[config.mk]
export PLATFORM = sky130hd
export DESIGN_NAME = poly_compress_ctrl
export DESIGN_NICKNAME = d
export VERILOG_FILES = /design/src/rtl/poly_compress_ctrl.sv
export SDC_FILE = /design/constraint.sdc
export NUM_CORES = 1
export LEC_CHECK = 0
export ABC_AREA = 1
export CAP_MARGIN = 25
export CORE_MARGIN = 4
export CORE_UTILIZATION = 40
export CTS_BUF_LIST = sky130_fd_sc_hd__clkbuf_4 sky130_fd_sc_hd__clkbuf_8 sky130_fd_sc_hd__clkbuf_16
export DETAILED_ROUTE_END_ITERATION = 7
export GPL_ROUTABILITY_DRIVEN = 0
export PLACE_DENSITY = 0.59
export SKIP_CTS_REPAIR_TIMING = 1
export SYNTH_ARGS = -nofsm -noshare
export SYNTH_HDL_FRONTEND = slang
export SYNTH_SLANG_ARGS = --single-unit
[constraint.sdc]
create_clock -name clk -period 2.7 [get_ports clk]
set_clock_uncertainty 0.15 [all_clocks]
set_input_delay 0.54 -clock clk [delete_from_list [all_inputs] [get_ports clk]]
set_output_delay 0.54 -clock clk [all_outputs]
set_load 0.005 [all_outputs]
[src/rtl/poly_compress_ctrl.sv]
// poly_compress_ctrl
//
// Streams one N-coefficient polynomial from the coefficient RAM through an
// external fixed-latency compress unit. It packs the D-bit results LSB-first
// into a byte stream with a valid/ready handshake, in ByteEncode order.
//
// The compress unit cannot be stalled. Reads are therefore issued only while
// there is guaranteed room for the result. "Room" means that the tags still in
// flight plus the entries already in the coefficient FIFO stay below
// FIFO_DEPTH. This way, downstream backpressure can never lose a coefficient.
//
// Ports:
//   clk, rst_n    clock and asynchronous active-low reset
//   start         begin one polynomial (sampled only in IDLE)
//   busy          high while a polynomial is in progress (including DONE)
//   done          one-cycle pulse after the final byte is accepted
//   mem_rd_en     RAM read strobe
//   mem_addr      coefficient index
//   mem_rd_data   RAM data, valid MEM_LAT cycles after mem_rd_en
//   cmp_in        to the compress unit (pass-through of mem_rd_data)
//   cmp_out       from the compress unit, CMP_LAT cycles after cmp_in
//   byte_data     packed output byte
//   byte_valid    byte_data valid
//   byte_ready    downstream accept
//   byte_last     high with the final byte of the polynomial
module poly_compress_ctrl #(
   parameter int D          = 4,
   parameter int N          = 256,
   parameter int MEM_LAT    = 1,
   parameter int CMP_LAT    = 3,
   parameter int FIFO_DEPTH = 8
) (
   input  logic                 clk,
   input  logic                 rst_n,
   input  logic                 start,
   output logic                 busy,
   output logic                 done,
   output logic                 mem_rd_en,
   output logic [$clog2(N)-1:0] mem_addr,
   input  logic [11:0]          mem_rd_data,
   output logic [11:0]          cmp_in,
   input  logic [D-1:0]         cmp_out,
   output logic [7:0]           byte_data,
   output logic                 byte_valid,
   input  logic                 byte_ready,
   output logic                 byte_last
);

   localparam int ADDR_W   = $clog2(N);
   localparam int PIPE_LEN = MEM_LAT + CMP_LAT;
   localparam int N_BYTES  = (N * D) / 8;
   localparam int BCNT_W   = $clog2(N_BYTES + 1);
   localparam int ACC_W    = 8 + D - 1;
   localparam int ACNT_W   = $clog2(ACC_W + 1);
   localparam int PTR_W    = (FIFO_DEPTH > 1) ? $clog2(FIFO_DEPTH) : 1;
   localparam int FCNT_W   = $clog2(FIFO_DEPTH + 1);
   localparam int CREDIT_W = $clog2(FIFO_DEPTH + PIPE_LEN + 1) + 1;

   typedef enum logic [1:0] {
      IDLE  = 2'd0,
      ISSUE = 2'd1,
      DRAIN = 2'd2,
      DONE  = 2'd3
   } state_t;

   state_t              state_q, state_d;
   logic [ADDR_W-1:0]   addr_q, addr_d;
   logic [PIPE_LEN-1:0] vpipe_q, vpipe_d;

   logic [D-1:0]        fifo_mem_q [FIFO_DEPTH];
   logic [D-1:0]        fifo_mem_d [FIFO_DEPTH];
   logic [PTR_W-1:0]    wr_ptr_q, wr_ptr_d;
   logic [PTR_W-1:0]    rd_ptr_q, rd_ptr_d;
   logic [FCNT_W-1:0]   fifo_cnt_q, fifo_cnt_d;

   logic [ACC_W-1:0]    acc_q, acc_d;
   logic [ACNT_W-1:0]   acc_cnt_q, acc_cnt_d;
   logic [7:0]          byte_data_q, byte_data_d;
   logic                byte_valid_q, byte_valid_d;
   logic                byte_last_q, byte_last_d;
   logic [BCNT_W-1:0]   byte_cnt_q, byte_cnt_d;

   logic [CREDIT_W-1:0] inflight;
   logic                has_credit;
   logic                fifo_push;
   logic                fifo_pop;
   logic                emit;

   function automatic logic [PTR_W-1:0] ptr_inc(input logic [PTR_W-1:0] p);
      return (p == PTR_W'(FIFO_DEPTH - 1)) ? '0 : p + 1'b1;
   endfunction

   // Tags in the valid pipe are reads whose results have not reached the FIFO
   // yet. Counting them as already occupying a FIFO slot is what makes the
   // non-stallable compress unit safe under backpressure.
   always_comb begin
      inflight = '0;
      for (int i = 0; i < PIPE_LEN; i++) begin
         inflight = inflight + CREDIT_W'(vpipe_q[i]);
      end
      has_credit = (inflight + CREDIT_W'(fifo_cnt_q)) < CREDIT_W'(FIFO_DEPTH);
   end

   // Sequencer.
   // The address counter stops at N-1: the cycle that issues the final read
   // also moves the FSM to DRAIN, so no read beyond the polynomial is issued.
   always_comb begin
      state_d   = state_q;
      addr_d    = addr_q;
      mem_rd_en = 1'b0;
      case (state_q)
         IDLE: begin
            if (start) begin
               state_d = ISSUE;
               addr_d  = '0;
            end
         end
         ISSUE: begin
            if (has_credit) begin
               mem_rd_en = 1'b1;
               if (addr_q == ADDR_W'(N - 1)) begin
                  state_d = DRAIN;
               end else begin
                  addr_d = addr_q + 1'b1;
               end
            end
         end
         DRAIN: begin
            if (byte_valid_q && byte_ready && byte_last_q) begin
               state_d = DONE;
            end
         end
         DONE: begin
            state_d = IDLE;
            addr_d  = '0;
         end
         default: begin
            state_d = IDLE;
         end
      endcase
   end

   // The valid pipe mirrors the RAM + compress latency. Its output marks the
   // cycle in which cmp_out belongs to an issued read.
   always_comb begin
      vpipe_d = (vpipe_q << 1) | PIPE_LEN'(mem_rd_en);
   end

   // Packer: one action per cycle.
   // Emitting a byte has priority over pulling a coefficient. A pop is only
   // allowed while fewer than 8 bits are buffered, so the accumulator never
   // needs more than 8+D-1 bits.
   always_comb begin
      acc_d        = acc_q;
      acc_cnt_d    = acc_cnt_q;
      byte_data_d  = byte_data_q;
      byte_valid_d = byte_valid_q;
      byte_last_d  = byte_last_q;
      byte_cnt_d   = byte_cnt_q;
      fifo_pop     = 1'b0;
      emit         = (acc_cnt_q >= ACNT_W'(8)) && (!byte_valid_q || byte_ready);
      if (emit) begin
         byte_data_d  = acc_q[7:0];
         acc_d        = acc_q >> 8;
         acc_cnt_d    = acc_cnt_q - ACNT_W'(8);
         byte_valid_d = 1'b1;
         byte_last_d  = (byte_cnt_q == BCNT_W'(N_BYTES - 1));
         byte_cnt_d   = byte_cnt_q + 1'b1;
      end else begin
         if ((acc_cnt_q < ACNT_W'(8)) && (fifo_cnt_q != '0)) begin
            fifo_pop  = 1'b1;
            acc_d     = acc_q | (ACC_W'(fifo_mem_q[rd_ptr_q]) << acc_cnt_q);
            acc_cnt_d = acc_cnt_q + ACNT_W'(D);
         end
         if (byte_valid_q && byte_ready) begin
            byte_valid_d = 1'b0;
            byte_last_d  = 1'b0;
         end
      end
      if (state_q == DONE) begin
         byte_cnt_d = '0;
      end
   end

   // Coefficient FIFO.
   // Pop looks only at the registered count, so an entry pushed into an empty
   // FIFO becomes visible to the packer one cycle later.
   always_comb begin
      fifo_push  = vpipe_q[PIPE_LEN-1];
      fifo_mem_d = fifo_mem_q;
      wr_ptr_d   = wr_ptr_q;
      rd_ptr_d   = rd_ptr_q;
      fifo_cnt_d = fifo_cnt_q;
      if (fifo_push) begin
         fifo_mem_d[wr_ptr_q] = cmp_out;
         wr_ptr_d             = ptr_inc(wr_ptr_q);
      end
      if (fifo_pop) begin
         rd_ptr_d = ptr_inc(rd_ptr_q);
      end
      case ({fifo_push, fifo_pop})
         2'b10:   fifo_cnt_d = fifo_cnt_q + 1'b1;
         2'b01:   fifo_cnt_d = fifo_cnt_q - 1'b1;
         default: fifo_cnt_d = fifo_cnt_q;
      endcase
   end

   // State register.
   // Reset clears everything at once, so an aborted polynomial leaves no
   // residue in the tag pipe, the FIFO or the accumulator.
   always_ff @(posedge clk or negedge rst_n) begin
      if (!rst_n) begin
         state_q      <= IDLE;
         addr_q       <= '0;
         vpipe_q      <= '0;
         for (int i = 0; i < FIFO_DEPTH; i++) begin
            fifo_mem_q[i] <= '0;
         end
         wr_ptr_q     <= '0;
         rd_ptr_q     <= '0;
         fifo_cnt_q   <= '0;
         acc_q        <= '0;
         acc_cnt_q    <= '0;
         byte_data_q  <= '0;
         byte_valid_q <= 1'b0;
         byte_last_q  <= 1'b0;
         byte_cnt_q   <= '0;
      end else begin
         state_q      <= state_d;
         addr_q       <= addr_d;
         vpipe_q      <= vpipe_d;
         fifo_mem_q   <= fifo_mem_d;
         wr_ptr_q     <= wr_ptr_d;
         rd_ptr_q     <= rd_ptr_d;
         fifo_cnt_q   <= fifo_cnt_d;
         acc_q        <= acc_d;
         acc_cnt_q    <= acc_cnt_d;
         byte_data_q  <= byte_data_d;
         byte_valid_q <= byte_valid_d;
         byte_last_q  <= byte_last_d;
         byte_cnt_q   <= byte_cnt_d;
      end
   end

   assign busy       = (state_q != IDLE);
   assign done       = (state_q == DONE);
   assign mem_addr   = addr_q;
   assign cmp_in     = mem_rd_data;
   assign byte_data  = byte_data_q;
   assign byte_valid = byte_valid_q;
   assign byte_last  = byte_last_q;

   // The credit rule must keep the FIFO from overflowing.
   // A finished polynomial must leave nothing behind.
   a_no_overflow: assert property (@(posedge clk) disable iff (!rst_n)
      !(fifo_push && !fifo_pop && (fifo_cnt_q == FCNT_W'(FIFO_DEPTH))));

   a_clean_done: assert property (@(posedge clk) disable iff (!rst_n)
      (state_q == DONE) |-> ((acc_cnt_q == '0) && (fifo_cnt_q == '0) && (inflight == '0)));

endmodule

==> summary.md <==
| Metric | Value |
|---|---|
| Int Pwr | `roughly 3100 µW` |
| Post-synth ARST share | `100%` |
| Post-synthesis cell area | `4370 µm²` |
| Slew @ Worst Pin | `582 ps` |
| Commonest non-fill, non-tap cell in the layout | `nand2_1` |
| Antenna Cells | `0` |
| Clock period minus worst slack | `2710 ps` |
| DRT Pass-1 Iters | `4` |
| Failing checks | `negative setup slack` |
| CP Capture Type | `output port` |
| DRC | `0` |
| HPWL Detailed | `~6.3 mm` |
| Final Cycle Share | `100%` |
| Mapped Cells | `532` |
| PD cells | `1080 nW/µm²` |
| Post-synthesis simple-gate area fraction | `24.3%` |
| Synth-to-layout area growth | `13.3%` |
| Clock power frac | `between 10% and 20%` |
| Worst min-delay path class | `flip-flop to flip-flop` |
| Vias in the first global route | `between 3000 and 4000` |
| Die Y | `roughly 110 µm` |
| Yosys warning count | `0` |
| WL per Instance | `12.6 µm` |
| Switch share | `41.5%` |
| # setup viols final | `1` |
| Compound-Gate Fraction of Synth Area | `9.53%` |
| Placed cells | `683` |
| DIE WIDTH | `~110 µm` |
| Final Cell Area | `4950 µm²` |
| CTS tree | `yes` |
| Status | `complete, but fails checks` |
| DIE AREA | `around 13000 µm²` |
| Pre-CTS WS | `-80.7 ps` |
| Final slew viol count | `0` |
| Initial DRC count | `271` |
| Sw power | `2230 µW` |
| Instance area at placement | `4760 µm²` |
| Share of the synthesized area in the top cell type | `49.8%` |
| RSZ-0062 raised after global routing | `true` |
| Initial antenna violation count | `0` |
| Hold WS | `270 ps` |
| Main combinational cell family by area after synthesis | `simple AND/OR/NAND/NOR gates` |
| Final Non-Filler Cells | `700` |
| Peak supply drop | `0.000287 V` |
| Syn_area_per_cell | `slightly above 8 µm²` |
| Synth top area cells | `dfrtp_1, nand2_1, o21ai_0` |
| Clk buf depth | `2` |
| # Max-Cap Violations | `0` |
| Starting Density | `41.8%` |
| Grt ovf | `0` |
| Worst setup SP type | `flip-flop` |
| Share of cells above drive strength 1 | `6.74%` |
| H-tree Lvls | `3` |
| WS Path Type | `flip-flop to output port` |
| Post-synthesis mux area share | `0%` |
| Worst Path Max Fanout | `2` |
| Yosys top cell by area | `dfrtp_1` |
| EDFF count, synth | `0` |
| Fin. Hold Viols | `0` |
| CTS sink count | `between 80 and 90` |
| Xor/xnor share of the synthesized area | `around 2.6%` |
| Vias | `3374` |
| IO Port Bufs | `28` |
| Share of power burned in registers | `40.6%` |
| Post-synthesis sequential area ratio | `between 40% and 50%` |
| Setup TNS | `-11.2 ps` |
| Comb power frac | `between 40% and 50%` |
| Total CTS buffers | `9` |
| Core ar. | `10500 µm²` |
| Worst Path Arrival | `a little over 2000 ps` |
| FP Rows | `37` |
| Global-route wire length before repair | `around 16 mm` |
| Reg clk slew, reported paths | `80 ps` |
| Static Leak | `0.00248 µW` |
| CTS root buffer | `clkbuf_8` |
| Final wirelength | `8.84 mm` |
| Maximum clock rate | `about 370 MHz` |
| IO Count | `53` |
| Post-DR vias/cell | `4.82` |
| Synth Area in Adders | `5.78%` |
| Top FF cell, synth | `dfrtp_1` |
| Post-synth net total | `571` |
| Fin nets | `between 500 and 600` |
| Remaining antenna violation count | `0` |
| Tot GR Track Use | `15.0%` |
| Commonest non-fill, non-tap cells in the layout | `nand2_1, dfrtp_1, o21ai_0, inv_1, nor2_1` |
| CP required | `between 2000 and 2500 ps` |
| Clock latency on the worst-skew pair | `350 ps` |
| Relative slew slack | `61.2%` |
| Yosys cell types | `32` |
| Pin count of the biggest net entering global routing | `63` |
| Post-route setup slack | `-11.2 ps` |
| #FFs+latches synth | `87` |
-- stage by stage --
step           util (%)  power (µW)
2_1_floorplan         -        3800
3_3_place_gp       45.5        4480
3_5_place_dp       45.5        4570
4_1_cts            47.2        5420
5_1_grt            47.3        5940
6_report           47.3        5370
-- cell type report --
type | instances | area (µm²)
Clock inverter | 3 | 20.0
Inverter | 57 | 216
Timing Repair Buffer | 38 | 363
Clock buffer | 12 | 153
Fill cell | 1038 | 5510
Multi-Input combinational cell | 367 | 1850
Sequential cell | 87 | 2180
Tap cell | 136 | 170
-- power by group through the flow --
stage	Sequential, µW	Clock (µW)	Combinational (µW)
after floorplan	2100	0	1700
after global placement	2190	0	2290
after detailed placement	2210	0	2360
after CTS	2180	857	2380
after global routing	2260	912	2760
final	2180	825	2370
-- path summary, 6_finish.rpt --
kind | startpoint | to | slack, ps | depth (start not counted)
max in group asynchronous | rst_n | state_q[0]$_DFFE_PN0P_ | 1270 | 3
min | vpipe_q[0]$_DFF_PN0_ | vpipe_q[1]$_DFF_PN0_ | 270 | 0
max reg2reg | vpipe_q[3]$_DFF_PN0_ | mem_addr[6]$_DFFE_PN0P_ | 280 | 10
min reg2reg | vpipe_q[0]$_DFF_PN0_ | vpipe_q[1]$_DFF_PN0_ | 270 | 0
min in group asynchronous | rst_n | byte_data[5]$_DFFE_PN0P_ | 480 | 2
max | vpipe_q[3]$_DFF_PN0_ | mem_rd_en | -10 | 8
-- flip-flops by register name (all words and copies together) (netlist names) --
signal      flops
fifo_mem_q     32
acc_q          11
byte_cnt_q      8
byte_data       8
mem_addr        8
fifo_cnt_q      4
vpipe_q         4
rd_ptr_q        3
wr_ptr_q        3
acc_cnt_q       2
state_q         2
byte_last       1
byte_valid      1
-- worst max-delay path, stage by stage (launching register included) --
cell	delay, ps
dfrtp_1	400
fa_1	540
ha_1	220
nand2_1	60
nand2_1	40
nand2_1	60
nand2_2	60
a21oi_2	150
buf_2	130
-- synthesized netlist by cell type, types with 3 or more instances --
| master | count |
|---|---|
| nand2_1 | 180 |
| dfrtp_1 | 87 |
| o21ai_0 | 61 |
| inv_1 | 54 |
| nor2_1 | 46 |
| ha_1 | 17 |
| nand3_1 | 14 |
| buf_4 | 12 |
| nand4_1 | 8 |
| xnor2_1 | 7 |
| xor2_1 | 6 |
| buf_2 | 5 |
| o211ai_1 | 5 |
| clkbuf_1 | 4 |
| a21oi_1 | 3 |
-- cell families after synthesis --
logic type / after synthesis
buf+inv: 78
flops: 87
simple gates: 259
xor+xnor: 13
fa+ha+maj: 19
compound gates: 76
-- per-layer routing --
metal | track usage, % | share of wire, %
met4 | 7.29 | 2.4
met1 | 20.6 | 50
met5 | 0 | 0
met2 | 23.2 | 46
met3 | 2.37 | 2.1
No activity file was read; power rests on OpenSTA's default activity.
